[config.mk]
export PLATFORM = sky130hd
export DESIGN_NAME = ship_placement_ctrl
export DESIGN_NICKNAME = d
export VERILOG_FILES = /design/src/rtl/ship_placement_ctrl.sv
export SDC_FILE = /design/constraint.sdc
export NUM_CORES = 1
export LEC_CHECK = 0
export ABC_AREA = 1
export CAP_MARGIN = 20
export CORE_MARGIN = 2
export CORE_UTILIZATION = 53
export DETAILED_ROUTE_END_ITERATION = 10
export PLACE_DENSITY_LB_ADDON = 0.05
export SYNTH_ARGS = -nofsm -noshare
export SYNTH_HDL_FRONTEND = slang
export SYNTH_SLANG_ARGS = --single-unit
[constraint.sdc]
create_clock -name clk -period 3.6 [get_ports clk]
set_input_delay 0.36 -clock clk [delete_from_list [all_inputs] [get_ports clk]]
set_output_delay 0.36 -clock clk [all_outputs]
set_load 0.05 [all_outputs]
[src/rtl/ship_placement_ctrl.sv]
// Ship-placement sequencer: synchronizes the place button, validates the cursor cell,
// writes accepted cells to the board and counts the fleet until it is complete.
module ship_placement_ctrl #(
  parameter int GRID_SIZE     = 5,
  parameter int NUM_SHIPS     = 5,
  parameter int REJECT_CYCLES = 4
) (
  input  logic                                   clk,
  input  logic                                   rst,
  input  logic                                   start,
  input  logic                                   place_n,
  input  logic [2:0]                             cursor_i,
  input  logic [2:0]                             cursor_j,
  output logic                                   colocation_ships_State,
  output logic                                   board_clear,
  output logic                                   cell_we,
  output logic [$clog2(GRID_SIZE*GRID_SIZE)-1:0] cell_addr,
  output logic [GRID_SIZE*GRID_SIZE-1:0]         occupied,
  output logic [$clog2(NUM_SHIPS+1)-1:0]         ships_placed,
  output logic                                   reject,
  output logic                                   placement_done
);

  localparam int NCELL = GRID_SIZE * GRID_SIZE;
  localparam int AW    = $clog2(NCELL);
  localparam int SW    = $clog2(NUM_SHIPS + 1);
  localparam int RW    = $clog2(REJECT_CYCLES + 1);
  localparam logic [3:0]    GRID_L = 4'(GRID_SIZE);
  localparam logic [SW-1:0] SHIPS_L = SW'(NUM_SHIPS);
  localparam logic [RW-1:0] REJ_L   = RW'(REJECT_CYCLES);

  typedef enum logic [2:0] {IDLE, PLACE, CHECK, WRITE, DONE} state_t;

  state_t            state_q, state_d;
  logic              s1_q, s2_q, s3_q;
  logic [2:0]        ci_q, ci_d, cj_q, cj_d;
  logic [AW-1:0]     cell_addr_q, cell_addr_d;
  logic              cell_we_q, cell_we_d;
  logic              board_clear_q, board_clear_d;
  logic              coloc_q, coloc_d;
  logic              done_q, done_d;
  logic [NCELL-1:0]  occupied_q, occupied_d;
  logic [SW-1:0]     ships_q, ships_d;
  logic [RW-1:0]     rej_cnt_q, rej_cnt_d;

  logic              press;
  logic [6:0]        addr_full;
  logic              cell_bad;
  logic [SW-1:0]     ships_inc;

  assign press     = s3_q & ~s2_q;
  assign addr_full = 7'(ci_q) * 7'(GRID_SIZE) + 7'(cj_q);
  // Out-of-range addresses shift the one-hot off the top, so the occupancy probe reads 0.
  assign cell_bad  = ({1'b0, ci_q} >= GRID_L) || ({1'b0, cj_q} >= GRID_L) ||
                     (|(occupied_q & (NCELL'(1) << addr_full)));
  assign ships_inc = ships_q + SW'(1);

  always_comb begin
    state_d       = state_q;
    ci_d          = ci_q;
    cj_d          = cj_q;
    cell_addr_d   = cell_addr_q;
    cell_we_d     = 1'b0;
    board_clear_d = 1'b0;
    occupied_d    = occupied_q;
    ships_d       = ships_q;
    rej_cnt_d     = (rej_cnt_q != '0) ? rej_cnt_q - RW'(1) : rej_cnt_q;

    unique case (state_q)
      IDLE, DONE, PLACE: begin
        if (start) begin
          state_d       = PLACE;
          board_clear_d = 1'b1;
          occupied_d    = '0;
          ships_d       = '0;
          rej_cnt_d     = '0;
        end else if (state_q == PLACE && press) begin
          state_d = CHECK;
          ci_d    = cursor_i;
          cj_d    = cursor_j;
        end
      end
      CHECK: begin
        if (cell_bad) begin
          state_d   = PLACE;
          rej_cnt_d = REJ_L;
        end else begin
          state_d     = WRITE;
          cell_addr_d = AW'(addr_full);
          cell_we_d   = 1'b1;
        end
      end
      WRITE: begin
        occupied_d = occupied_q | (NCELL'(1) << cell_addr_q);
        ships_d    = ships_inc;
        state_d    = (ships_inc == SHIPS_L) ? DONE : PLACE;
      end
      default: state_d = IDLE;
    endcase

    // Window stays open through CHECK/WRITE so the cursor never drops mid-placement.
    coloc_d = (state_d == PLACE) || (state_d == CHECK) || (state_d == WRITE);
    done_d  = (state_d == DONE);
  end

  always_ff @(posedge clk) begin
    if (rst) begin
      state_q       <= IDLE;
      s1_q          <= 1'b1;
      s2_q          <= 1'b1;
      s3_q          <= 1'b1;
      ci_q          <= '0;
      cj_q          <= '0;
      cell_addr_q   <= '0;
      cell_we_q     <= 1'b0;
      board_clear_q <= 1'b0;
      coloc_q       <= 1'b0;
      done_q        <= 1'b0;
      occupied_q    <= '0;
      ships_q       <= '0;
      rej_cnt_q     <= '0;
    end else begin
      state_q       <= state_d;
      s1_q          <= place_n;
      s2_q          <= s1_q;
      s3_q          <= s2_q;
      ci_q          <= ci_d;
      cj_q          <= cj_d;
      cell_addr_q   <= cell_addr_d;
      cell_we_q     <= cell_we_d;
      board_clear_q <= board_clear_d;
      coloc_q       <= coloc_d;
      done_q        <= done_d;
      occupied_q    <= occupied_d;
      ships_q       <= ships_d;
      rej_cnt_q     <= rej_cnt_d;
    end
  end

  assign colocation_ships_State = coloc_q;
  assign board_clear            = board_clear_q;
  assign cell_we                = cell_we_q;
  assign cell_addr              = cell_addr_q;
  assign occupied               = occupied_q;
  assign ships_placed           = ships_q;
  assign reject                 = rej_cnt_q != '0;
  assign placement_done         = done_q;

endmodule

=== After elaboration in Yosys (flattened, before gate mapping) ===
Cells that the tools add are included.

* Bits in registers: 52
* Bits of input ports: 10
* Output and inout bits: 38

* Add/sub/neg operators: 3
* Multiply operators: 1
* $lt $le $gt $ge: 2
* Equality and inequality tests: 10
* Shifts and indexed selects: 2
* Muxes and demuxes: 15
* Bitwise logic cells: 8
* Reduce and logical (&&, ||, !) cells: 15

{| class="wikitable"
|+ Operator list
! operator !! count
|-
| $pmux W25 S2 || 1
|-
| $and A25 B25 Y25 || 1
|-
| $mux W25 || 1
|-
| $or A25 B25 Y25 || 1
|-
| $reduce_or A25 Y1 || 1
|-
| $shl A1 B5 Y25 const A || 1
|-
| $shl A1 B7 Y25 const A || 1
|-
| $mux W3 || 7
|-
| $eq A3 B2 Y1 const B || 4
|-
| $pmux W3 S2 || 2
|-
| $eq A3 B3 Y1 const B || 3
|-
| $pmux W3 S3 || 1
|-
| $add A6 B3 Y7 || 1
|-
| $eq A3 B1 Y1 const B || 2
|-
| $ge A3 B3 Y1 const B || 2
|-
| $mul A3 B3 Y6 const B || 1
|-
| $not A1 Y1 || 5
|-
| $logic_or A1 B1 Y1 || 4
|-
| $reduce_and A2 Y1 || 2
|-
| $reduce_or A2 Y1 || 2
|-
| $add A3 B1 Y3 const B || 1
|-
| $logic_not A3 Y1 || 1
|-
| $reduce_and A3 Y1 || 1
|-
| $reduce_bool A3 Y1 || 1
|-
| 8 further kinds || 9
|}

=== Longest topological paths before layout ===
Gate-level depths: netlist (run 1).

* Depth after elaboration: 11
* Mapped depth: 20

=== Worst setup path before layout (run 1) ===
No wires, ideal clock.

* Kind: register to register
* From: reg ci_q[0]
* To: reg coloc_q (netlist: colocation_ships_State)
* Data arrival time: 2660 ps
* Required time: 3491 ps
* Path slack: 831 ps
* Cell stages (with the launch flop): 20
* Buffers on the path: 2
* Cell sequence: dfxtp_1 ha_1 ha_1 inv_1 fa_1 buf_4 inv_1 nor2_1 nand3_1 nand2_1 inv_1 nand2_1 nor2_1 nor2_1 nand2_2 nand3_4 buf_6 nand3_1 nand2_1 inv_1

* Word-level cells in the longest chain between the ends: 11

{| class="wikitable"
|+ RTL lines
! what !! RTL line !! RTL
|-
| start: declaration || 36 || <nowiki>logic [2:0] ci_q, ci_d, cj_q, cj_d;</nowiki>
|-
| start signal: assignment || 127 || <nowiki>ci_q <= ci_d;</nowiki>
|-
| $mul A3 B3 Y6 || 52 || <nowiki>assign addr_full = 7'(ci_q) * 7'(GRID_SIZE) + 7'(cj_q);</nowiki>
|-
| $add A6 B3 Y7 || 52 ||
|-
| $shl A1 B7 Y25 || 55 || <nowiki>(|(occupied_q & (NCELL'(1) << addr_full)));</nowiki>
|-
| $and A25 B25 Y25 || 55 ||
|-
| $reduce_or A25 Y1 || 55 ||
|-
| $logic_or A1 B1 Y1 * || 54 || <nowiki>assign cell_bad = ({1'b0, ci_q} >= GRID_L) || ({1'b0, cj_q} >= GRID_L) ||</nowiki>
|-
| $mux W2 * || 84 || <nowiki>if (cell_bad) begin</nowiki>
|-
| $pmux W3 S3 * || 69 || <nowiki>unique case (state_q)</nowiki>
|-
| $eq A3 B1 Y1 or $eq A3 B2 Y1 (tied branches) || 102 || <nowiki>coloc_d = (state_d == PLACE) || (state_d == CHECK) || (state_d == WRITE);</nowiki>
|-
| $logic_or A1 B1 Y1 || 102 ||
|-
| $logic_or A1 B1 Y1 * || 102 ||
|-
| end signal: assignment || 132 || <nowiki>coloc_q <= coloc_d;</nowiki>
|-
| end: declaration || 40 || <nowiki>logic coloc_q, coloc_d;</nowiki>
|}

Every way passes the cells marked *; elsewhere a longest branch is shown, timed or not.
A chain may end at the register's enable or synchronous reset.

=== Worst setup path after layout (run 1) ===
Same ends and word-level chain as after synthesis.

==> impl_results.md, run 1 <==
* CP max-delay cell: fa_1
* Peak fanout along the critical path at 14
* Non-filler instance count after layout at 488
* Clock buffer count from CTS at 5
* Crit path launch: ci_q[0]$_SDFFE_PP0P_
* Most used cell, CP: inv_1
* Status: completed
* Logic pwr share at 0.076
* Reg2reg start: ci_q[0]$_SDFFE_PP0P_
* 1st-iter DRT viols at 196
* Setup Skew at 12.25 ps
* Vias per cell at 5.412
* Clk slew on worst S/H paths at 100 ps
* Most frequent cells in the layout: 61 x nand2_1, 58 x nor2_1, 52 x dfxtp_1, 47 x clkdlybuf4s50_1, 37 x inv_1
* Tot Pwr at 1087 uW
* Worst-margin pin slew at 547.6 ps
* Port buffer count at 47
* Via count at 2,641
* CP arrival at 3310 ps
* Core Footprint at ~0.0050 mm2
* Peak supply drop at 0.0002419 V
* Leakage at 0.001373 uW
* Vias in the first global route at 2,267
* Ports at 48
* Final Wtd Congestion at 0.8765
* Synth area leader: dfxtp_1
* Sw Share at 0.2496
* Avg Inst Size Synth at just over 7 um2
* Drt pass-1 iters at 4
* First-pass GRT wire length at between 10 and 15 mm
* Max-slew headroom at 0.6344
* Pin count of the biggest net entering global routing at 39
* Initial antenna violation count at 0
* CP endpoint: colocation_ships_State$_SDFF_PP0_
* Register-to-Register Path Depth at 17
* Crit path time final at a little over 3000 ps
* Fin Setup TNS at 0 ps
* Synth-to-layout area growth at 22.17%
* Global route overflow at 0
* Setup bufs post-CTS at 0
* Int Power at 815.4 uW
* CP Class: register to register
* Worst min path class: register to register
* Count of cell types in the netlist at 30
* Net Switching at 271.2 uW
* Clock Power Share at 0.384
* Clock buffer depth at 2
* Placed Cells incl. Taps at 480
* # DRC at 0
* Worst R2R End: colocation_ships_State$_SDFF_PP0_
* Setup violators final at 0
* Std cell rows at 26
* Clk root buf: clkbuf_8
* Cells after synthesis at 377
* Post-CTS resize count at 0
* Flop pwr share at 0.540
* Seq/Total Area, Yosys at 0.3834
* GRT Total Usage at 0.2607
* R2R setup slack at just over 500 ps
* Final hold viol count at 0
* Pwr Density at 327.6 mW/mm2
* CP required at 3820 ps
* Die area at between 0.005 and 0.006 mm2
* Worst-Skew Late Latency at between 300 and 400 ps
* Synth Warn # at 0
* Yosys reg bits at 52
* Synth top area cells: dfxtp_1 38%, nand2_1 8.4%, nor2_1 8.0%, a21oi_1 6.6%, ha_1 6.0%
* Antenna Cells at 0
* Initial Utilization at 0.5420
* Share of layout cells above drive strength 1 at 0.04785
* Drt total wl at about 7.1 mm
* TritonCTS clock tree: done
* Fin nets at around 440
* Synth top area share at 0.3834
* Max_cap viols at 0
* # hold bufs at CTS at 0
* Commonest non-fill, non-tap cell in the layout: nand2_1
* Mapped Area at roughly 0.0027 mm2
* DIE WIDTH at 75.58 um
* Layout Utilization at 0.6621
* Crit path cell chain: ha_1, ha_1, inv_1, fa_1, inv_1, nor2_1, nand3_1, nand2_1, inv_1, nand2_1, nor2_1, nor2_1, nand2_2, nand3_4, nand3_1, nand2_1, inv_1
* Die height at 75.58 um
* CP endpoint kind: register
* Crit-path max cell delay at 740 ps
* Antenna-violating nets left at 0
* H-tree Lvls at 2
* Worst setup SP type: register
* RSZ-0062 raised after global routing: false
* Syn Nets at 401
* # clock sinks at 52
* Final clock period utilization by the worst path at 0.8574
* Routed WL per cell at 14.57 um
* Worst Hold Margin at 417.8 ps
* Maximum clock frequency at 0.3240 GHz
* Slew Limit Fails at 0
* Detailed placement HPWL at approximately 5.2 mm
synthesized netlist by cell type:
cell type / instances
a22oi_1: 16
fa_1: 1
buf_1: 2
nand3_2: 1
nand4_1: 6
nand2_4: 1
buf_4: 2
clkbuf_1: 10
nand3_1: 20
nor3_1: 16
clkinv_1: 2
nand2_2: 3
o21bai_1: 14
dfxtp_1: 52
o211ai_1: 1
xor2_1: 1
nor2_1: 58
inv_2: 1
inv_1: 37
a211oi_1: 1
nor4_1: 1
or2_2: 3
o21ai_0: 11
nand2_1: 61
buf_6: 2
nand3_4: 1
a21oi_1: 36
ha_1: 13
a31oi_1: 3
xnor2_1: 1
logic make-up (layout without fill, tap and decap cells):
family / Yosys count / count (layout) / share of synthesized area
simple gates: 171 / 171 / 0.2751
compound gates: 82 / 82 / 0.1820
buf+inv: 56 / 97 / 0.08571
flops: 52 / 52 / 0.3834
fa+ha+maj: 14 / 14 / 0.06728
xor+xnor: 2 / 2 / 0.006453
how the worst min path moves through the flow:
stage,slack [ps],start,cells after the start,end
5_1_grt,430,s1_q$_SDFF_PP1_,1,s2_q$_SDFF_PP1_
2_1_floorplan,390,s1_q$_SDFF_PP1_,1,s2_q$_SDFF_PP1_
3_3_place_gp,390,s1_q$_SDFF_PP1_,1,s2_q$_SDFF_PP1_
4_1_cts,420,s1_q$_SDFF_PP1_,1,s2_q$_SDFF_PP1_
6_report,420,s1_q$_SDFF_PP1_,1,s2_q$_SDFF_PP1_
3_5_place_dp,400,s1_q$_SDFF_PP1_,1,s2_q$_SDFF_PP1_
flip-flops by register name, summed over array words and instances, names as in the netlist, 3 cells and up:
signal	count
state_q	3
occupied	25
ships_placed	3
cj_q	3
rej_cnt_q	3
cell_addr	5
ci_q	3
through the flow:
step	setup slack (ps)	cell area [um2]
finish	513.3	3317
global route	215.5	3317
CTS	486.7	3317
detailed placement	524.5	3206
global placement	574.3	3206
floorplan	830.9	2715
worst max-delay path, delay by kind of cell (launching register included):
kind | cells | cell delay (ps)
fa+ha+maj | 3 | 1350
simple gates | 10 | 970
flops | 1 | 340
buf+inv | 4 | 330
per-layer routing:
metal | GRT usage | share of wire | vias to the layer above
met5 | 0 | 0 | -
li1 | - | - | 1338
met1 | 0.3718 | 0.46 | 1208
met4 | 0.06043 | 0.011 | 0
met2 | 0.4106 | 0.46 | 86
met3 | 0.04894 | 0.064 | 9
layout make-up:
type | count | area (um2)
multi-input combinational | 269 | 1441
sequential | 52 | 1041
clock buffer | 5 | 68.82
inverter | 40 | 150.1
timing repair buffer | 49 | 485.5
clock inverter | 3 | 42.54
tap | 70 | 87.58
fill | 460 | 1693
power by group through the flow:
stage / logic, uW / registers [uW] / clock network [uW]
final: 82.8 / 586 / 417
after global routing: 92.1 / 587 / 439
after CTS: 83.0 / 586 / 415
after detailed placement: 82.5 / 600 / 0
after global placement: 81.9 / 599 / 0
after floorplan: 48.2 / 607 / 0
Note: power is estimated with default switching activity, not from simulation.
==> run 2: changes to the inputs <==
Settings changed: ABC_AREA 1 to unset, CORE_UTILIZATION 53 to 52.
Clock period 3.6 ns to 2.9 ns, I/O delays scaled along.
==> run 2 against run 1 <==
- the flow now finishes with violations (negative setup slack)
- first-iteration DRC count down 49%
- power up 12%
- cell area grew 1.8%
- core utilization increased by 5.3 points
- routed wire length down 16%
- clock-buffer cell count unchanged
- critical path type unchanged
==> impl_results.md, run 2 <==
* Failing checks: negative setup slack
* Avg Inst Size Synth at 9.135 um2
* # clock sinks at 52
* H-tree Lvls at 2
* Status: complete, but fails checks
* Net Switching at 296.7 uW
* Clock Power Share at 0.338
* Cells after synthesis at 279
* Initial antenna violation count at 0
* Port buffer count at 47
* Busiest grt layer: met2
* RSZ-0062 raised after global routing: true
* Clock buffer count from CTS at 5
* Core Footprint at 0.004723 mm2
* Slew Limit Fails at 0
* Worst min path class: register to register
* DIE WIDTH at 74.01 um
* Peak fanout along the critical path at 5
* Worst setup SP type: register
* Count of cell types in the netlist at 50
* Antenna-violating nets left at 0
* Via count at ~2,200
* Clock buffer depth at 2
* Initial Utilization at 0.5396
* Synth top area share at 0.4084
* Drt pass-1 iters at 4
* Most common library cells after synthesis: 52 x dfxtp_1, 38 x nor2_1, 24 x a22oi_1, 16 x a21oi_1
* Pin count of the biggest net entering global routing at 35
* Leakage at 0.001273 uW
* Yosys reg bits at 52
* Die height at 74.01 um
* Drt total wl at 5.996 mm
* Die area at 0.005477 mm2
* Ports at 48
* CP endpoint kind: register
* Met1 usage in global routing at 0.3072
* # DRC at 0
* # hold bufs at CTS at 0
* First-pass GRT wire length at 9.508 mm
* Fin nets at about 360
* Post-place setup slack at -171.1 ps
* Share of layout cells above drive strength 1 at 0.1815
* Layout Utilization at 0.7152
* Setup Skew at between 8 and 9 ps
* Worst-Skew Late Latency at 310 ps
* Vias per cell at 5.496
* Fraction of registers with async set/reset at 0
* Top_reg_cell synth: dfxtp_1
* TritonCTS clock tree: done
* CP arrival at 3190 ps
* Flop pwr share at 0.592
* Vias in the first global route at 2,040
* Max-slew headroom at 0.5103
* Fill cells at 410
* Synth Warn # at 0
* Crit path time final at 3004 ps
* M3 GR Usage at 0.04472
* Final Wtd Congestion at 0.8131
* M2 GR Usage at 0.3512
* Detailed placement HPWL at 4.164 mm
* Most frequent cells in the layout: 50 x dfxtp_1, 46 x clkdlybuf4s50_1, 37 x nor2_1, 24 x a22oi_1, 15 x buf_4
* Global route overflow at 0
* Maximum clock frequency at 0.3329 GHz
* Top-count cell post-synth: dfxtp_1
* Final clock period utilization by the worst path at 1.036
* Clk root buf: clkbuf_8
* Std cell rows at 25
* R2R setup slack at -100 ps
* 1st-iter DRT viols at 99
* Max FFs per register at 25
* Commonest non-fill, non-tap cell in the layout: dfxtp_1
* Worst-margin pin slew at 733.0 ps
* Setup violators final at 10
* Synth area leader: dfxtp_1
* Int Power at 925.7 uW
* Final hold viol count at 0
* Peak supply drop at 0.0002318 V
* Syn Nets at 303
* Seq/Total Area, Yosys at 0.4084
* Final WS setup at -104.1 ps
* Routed WL per cell at 14.88 um
* Antenna Cells at 0
* GRT Total Usage at 0.2242
* Synth top area cells: dfxtp_1 41%, a22oi_1 7.1%, ha_1 6.4%, nor2_1 5.6%, mux2i_1 5.1%
* Fin Setup TNS at -770.4 ps
* Synth-to-layout area growth at 32.55%
* CP Class: register to register
* Post-synth EDFFs at 0
* Mapped Area at 0.002549 mm2
* Pwr Density at about 360 mW/mm2
* Clk slew on worst S/H paths at around 90 ps
* Sw Share at 0.2428
* CP required at 3080 ps
* Logic pwr share at 0.070
* Max_cap viols at 0
## run 2: final timing paths
| kind | start | to | cells past startpoint |
|---|---|---|---|
| worst min-delay path | s1_q$_SDFF_PP1_ | s2_q$_SDFF_PP1_ | 1 |
| worst max register to register | ci_q[2]$_SDFFE_PP0P_ | cell_addr[2]$_SDFFE_PP0P_ | 10 |
| worst min register to register | s1_q$_SDFF_PP1_ | s2_q$_SDFF_PP1_ | 1 |
| worst max-delay path | ci_q[2]$_SDFFE_PP0P_ | cell_addr[2]$_SDFFE_PP0P_ | 10 |
## run 2: what timing repair did
action | in CTS | in global routing
setup buffers | 3 | 0
gates resized for setup | 15 | 10
gates cloned | 0 | 0
endpoints found under the setup margin | 10 | 10
pin swaps | 14 | 16
## run 2: worst max-delay path, cell delays in order, from the launching register on
cell      delay [ps]
dfxtp_2          340
ha_4             240
ha_4             270
inv_2             40
fa_2             650
mux2_4           320
a221o_1          350
a21oi_4          220
o311ai_4         150
nor3_2           250
nor3_2            60
## run 2: area by class of cell
type	count	area, um2	share of cell area
clock buffers	5	68.82	0.02037
multi-input cells	199	1511	0.4474
clock inverters	3	21.27	0.006296
well taps	67	83.83	0.02481
flip-flops and latches	52	1044	0.3089
repair buffers	64	600.6	0.1778
inverters	13	48.80	0.01444
## run 2: routing by layer
layer	vias up	part of all wire
li1	1107	-
met2	54	0.46
met3	10	0.045
met4	0	0.018
met1	1044	0.47
met5	-	0
## run 2: cell families after synthesis
family	after synthesis	synth area share
compound gates	72	0.1983
xor+xnor	5	0.01719
fa+ha+maj	14	0.07168
buf+inv	28	0.04664
flops	52	0.4084
mux	15	0.06136
simple gates	93	0.1964
## run 2: through the flow
stage	power, uW	cells	hold WS [ps]	cell area [um2]
6_report	1222	403	417.6	3378
5_1_grt	1271	403	437.1	3378
4_1_cts	1230	403	420.1	3333
3_5_place_dp	818.7	392	396.9	3141
3_3_place_gp	817.7	392	392.6	3141
2_1_floorplan	789.0	279	389.5	2556
## run 2: power groups by stage
| stage | Combinational [uW] | Clock [uW] | Sequential [uW] |
|---|---|---|---|
| 2_1_floorplan | 42.0 | 0 | 747 |
| 3_3_place_gp | 78.2 | 0 | 739 |
| 3_5_place_dp | 78.9 | 0 | 740 |
| 4_1_cts | 83.1 | 423 | 723 |
| 5_1_grt | 92.7 | 454 | 724 |
| 6_report | 85.6 | 414 | 723 |
==> run 3: changes to the inputs <==
Settings changed: CTS_BUF_LIST set to sky130_fd_sc_hd__clkbuf_4 sky130_fd_sc_hd__clkbuf_8 sky130_fd_sc_hd__clkbuf_16, PLACE_DENSITY set to 0.8, PLACE_DENSITY_LB_ADDON 0.05 to unset.
==> run 3 against run 2 <==
- worst setup slack improved by 1.2 ps
- cell area fell by 1.1%
- the flow still finishes with violations (negative setup slack)
- maximum frequency barely moved
- critical endpoint is now rej_cnt_q[0]$_SDFF_PP0_
- combinational power fell by 3.3%
- core utilization fell by 0.82 points
- cell count fell by 0.50%
- highest routed layer unchanged
- largest power group unchanged
==> impl_results.md, run 3 (synthesized netlist as in run 2, its figures left out) <==
* Status: complete, but fails checks
* Failing checks: negative setup slack
* Crit path launch: ci_q[0]$_SDFFE_PP0P_
* Final hold viol count at 0
* Worst Hold Margin at 418.6 ps
* Clock buffer depth at 2
* Crit path time final at 3003 ps
* Placed Cells incl. Taps at 392
* CP arrival at 3240 ps
* Worst min path class: register to register
* Most used cell, CP: ha_4
* Core Footprint at about 0.0047 mm2
* Antenna Cells at 0
* # clock sinks at 52
* Antenna-violating nets left at 0
* Reg2reg start: ci_q[0]$_SDFFE_PP0P_
* Int Power at 920.9 uW
* Crit-path max cell delay at 650 ps
* DP Area at 0.003141 mm2
* Vias per cell at approximately 5.6
* Fin nets at 357
* Sw Share at 0.2482
* Drt total wl at 6.295 mm
* Clock Power Share at 0.343
* Global route overflow at 0
* CP required at 3140 ps
* Non-filler instance count after layout at 401
* Die height at roughly 74 um
* Port buffer count at 47
* Initial antenna violation count at 0
* Flop pwr share at 0.590
* R2R setup slack at -100 ps
* Register-to-Register Path Depth at 10
* Busiest grt layer: met2
* Final Wtd Congestion at between 0.8 and 0.9
* Commonest non-fill, non-tap cell in the layout: dfxtp_1
* Clock buffer count from CTS at 5
* Worst R2R End: rej_cnt_q[0]$_SDFF_PP0_
* Worst-Skew Late Latency at 310 ps
* RSZ-0062 raised after global routing: true
* Final WS setup at -102.9 ps
* Max-slew headroom at 0.5288
* Ports at 48
* Pin count of the biggest net entering global routing at 34
* CP max-delay cell: fa_2
* Peak supply drop at ~0.0003 V
* Share of layout cells above drive strength 1 at 0.1617
* 1st-iter DRT viols at 113
* Logic pwr share at 0.068
* Final clock period utilization by the worst path at 1.035
* Initial Utilization at 0.5396
* Final instance area at between 0.003 and 0.004 mm2
* Max FFs per register at 25
* Synth-to-layout area growth at 31.03%
* Net Switching at 304.1 uW
* Vias in the first global route at around 2,100
* Post-place setup slack at -150.4 ps
* Via count at 2,239
* First-pass GRT wire length at between 10 and 15 mm
* Slew Limit Fails at 0
* Routed WL per cell at 15.70 um
* Setup Skew at between 4 and 5 ps
* Std cell rows at 25
* CP endpoint: rej_cnt_q[0]$_SDFF_PP0_
* Leakage at 0.001260 uW
* Drt pass-1 iters at 4
* Detailed placement HPWL at 4.197 mm
* Worst setup SP type: register
* M3 GR Usage at 0.04878
* Most frequent cells in the layout: 50 x dfxtp_1, 46 x clkdlybuf4s50_1, 38 x nor2_1, 24 x a22oi_1
* TritonCTS clock tree: done
* # hold bufs at CTS at 0
* Met1 usage in global routing at 0.3069
* Clk root buf: clkbuf_8
* Pwr Density at 366.8 mW/mm2
* H-tree Lvls at 2
* CP Class: register to register
* CP endpoint kind: register
* Clk slew on worst S/H paths at roughly 100 ps
* Maximum clock frequency at 0.3330 GHz
* Fin Setup TNS at -746.0 ps
* Crit path cell chain: ha_4, ha_4, inv_2, fa_2, mux2_4, a221o_1, a21oi_4, o311a_4, nand2_4, a211oi_2
* GRT Total Usage at 0.2411
* DIE WIDTH at 74.01 um
* Die area at 0.005477 mm2
* # DRC at 0
* Worst-margin pin slew at ~710 ps
* Setup violators final at 10
* Max_cap viols at 0
* M2 GR Usage at 0.4077
* Peak fanout along the critical path at 6
## run 3: cell count changes in the layout (fill, tap and decap cells not counted), sizes merged
cell	delta
clkinv	+2
inv	-1
buf	-2
clkinvlp	-1
## run 3: repair_timing
item,CTS,global route
endpoints found under the hold margin,0,0
gates resized for setup,19,2
pin swaps,11,11
endpoints found under the setup margin,10,10
buffers inserted,1,0
cloned,0,0
## run 3: cell type report
class                           count  area, um2
Tap cell                           67      83.83
Timing Repair Buffer               62      581.8
Sequential cell                    52       1046
Clock inverter                      3      18.77
Fill cell                         357       1384
Multi-Input combinational cell    199       1491
Inverter                           13      48.80
Clock buffer                        5      68.82
## run 3: worst min path at each step
stage               depth (start not counted)            start         endpoint  slack [ps]
CTS                                         1  s1_q$_SDFF_PP1_  s2_q$_SDFF_PP1_         420
global route                                1  s1_q$_SDFF_PP1_  s2_q$_SDFF_PP1_         460
detailed placement                          1  s1_q$_SDFF_PP1_  s2_q$_SDFF_PP1_         400
floorplan                                   1  s1_q$_SDFF_PP1_  s2_q$_SDFF_PP1_         390
global placement                            1  s1_q$_SDFF_PP1_  s2_q$_SDFF_PP1_         390
finish                                      1  s1_q$_SDFF_PP1_  s2_q$_SDFF_PP1_         420
## run 3: stage by stage
stage          utilization  power, uW
6_report            0.7070       1225
3_3_place_gp        0.6649      816.8
4_1_cts             0.7057       1226
3_5_place_dp        0.6649      817.7
5_1_grt             0.7070       1267
2_1_floorplan            -      789.0
## run 3: worst max-delay path, delay by kind of cell (launching register included)
family | cells | cell delay, ps
adders and majority gates | 3 | 1160
AOI/OAI and AO/OA | 4 | 970
DFF | 1 | 370
muxes | 1 | 310
and+or+nand+nor | 1 | 80
buffers and inverters | 1 | 40
## run 3: metal layers
metal	vias to the layer above	wire [um]
met4	0	99
met2	67	3013
met1	1062	2821
met3	9	360
met5	-	0
li1	1101	-
## run 3: power groups by stage
stage               Combinational (uW)  Sequential (uW)  Clock [uW]
floorplan                         42.0              747           0
global placement                  77.2              740           0
detailed placement                78.1              740           0
CTS                               82.3              723         421
global route                      90.0              723         454
finish                            82.8              722         420
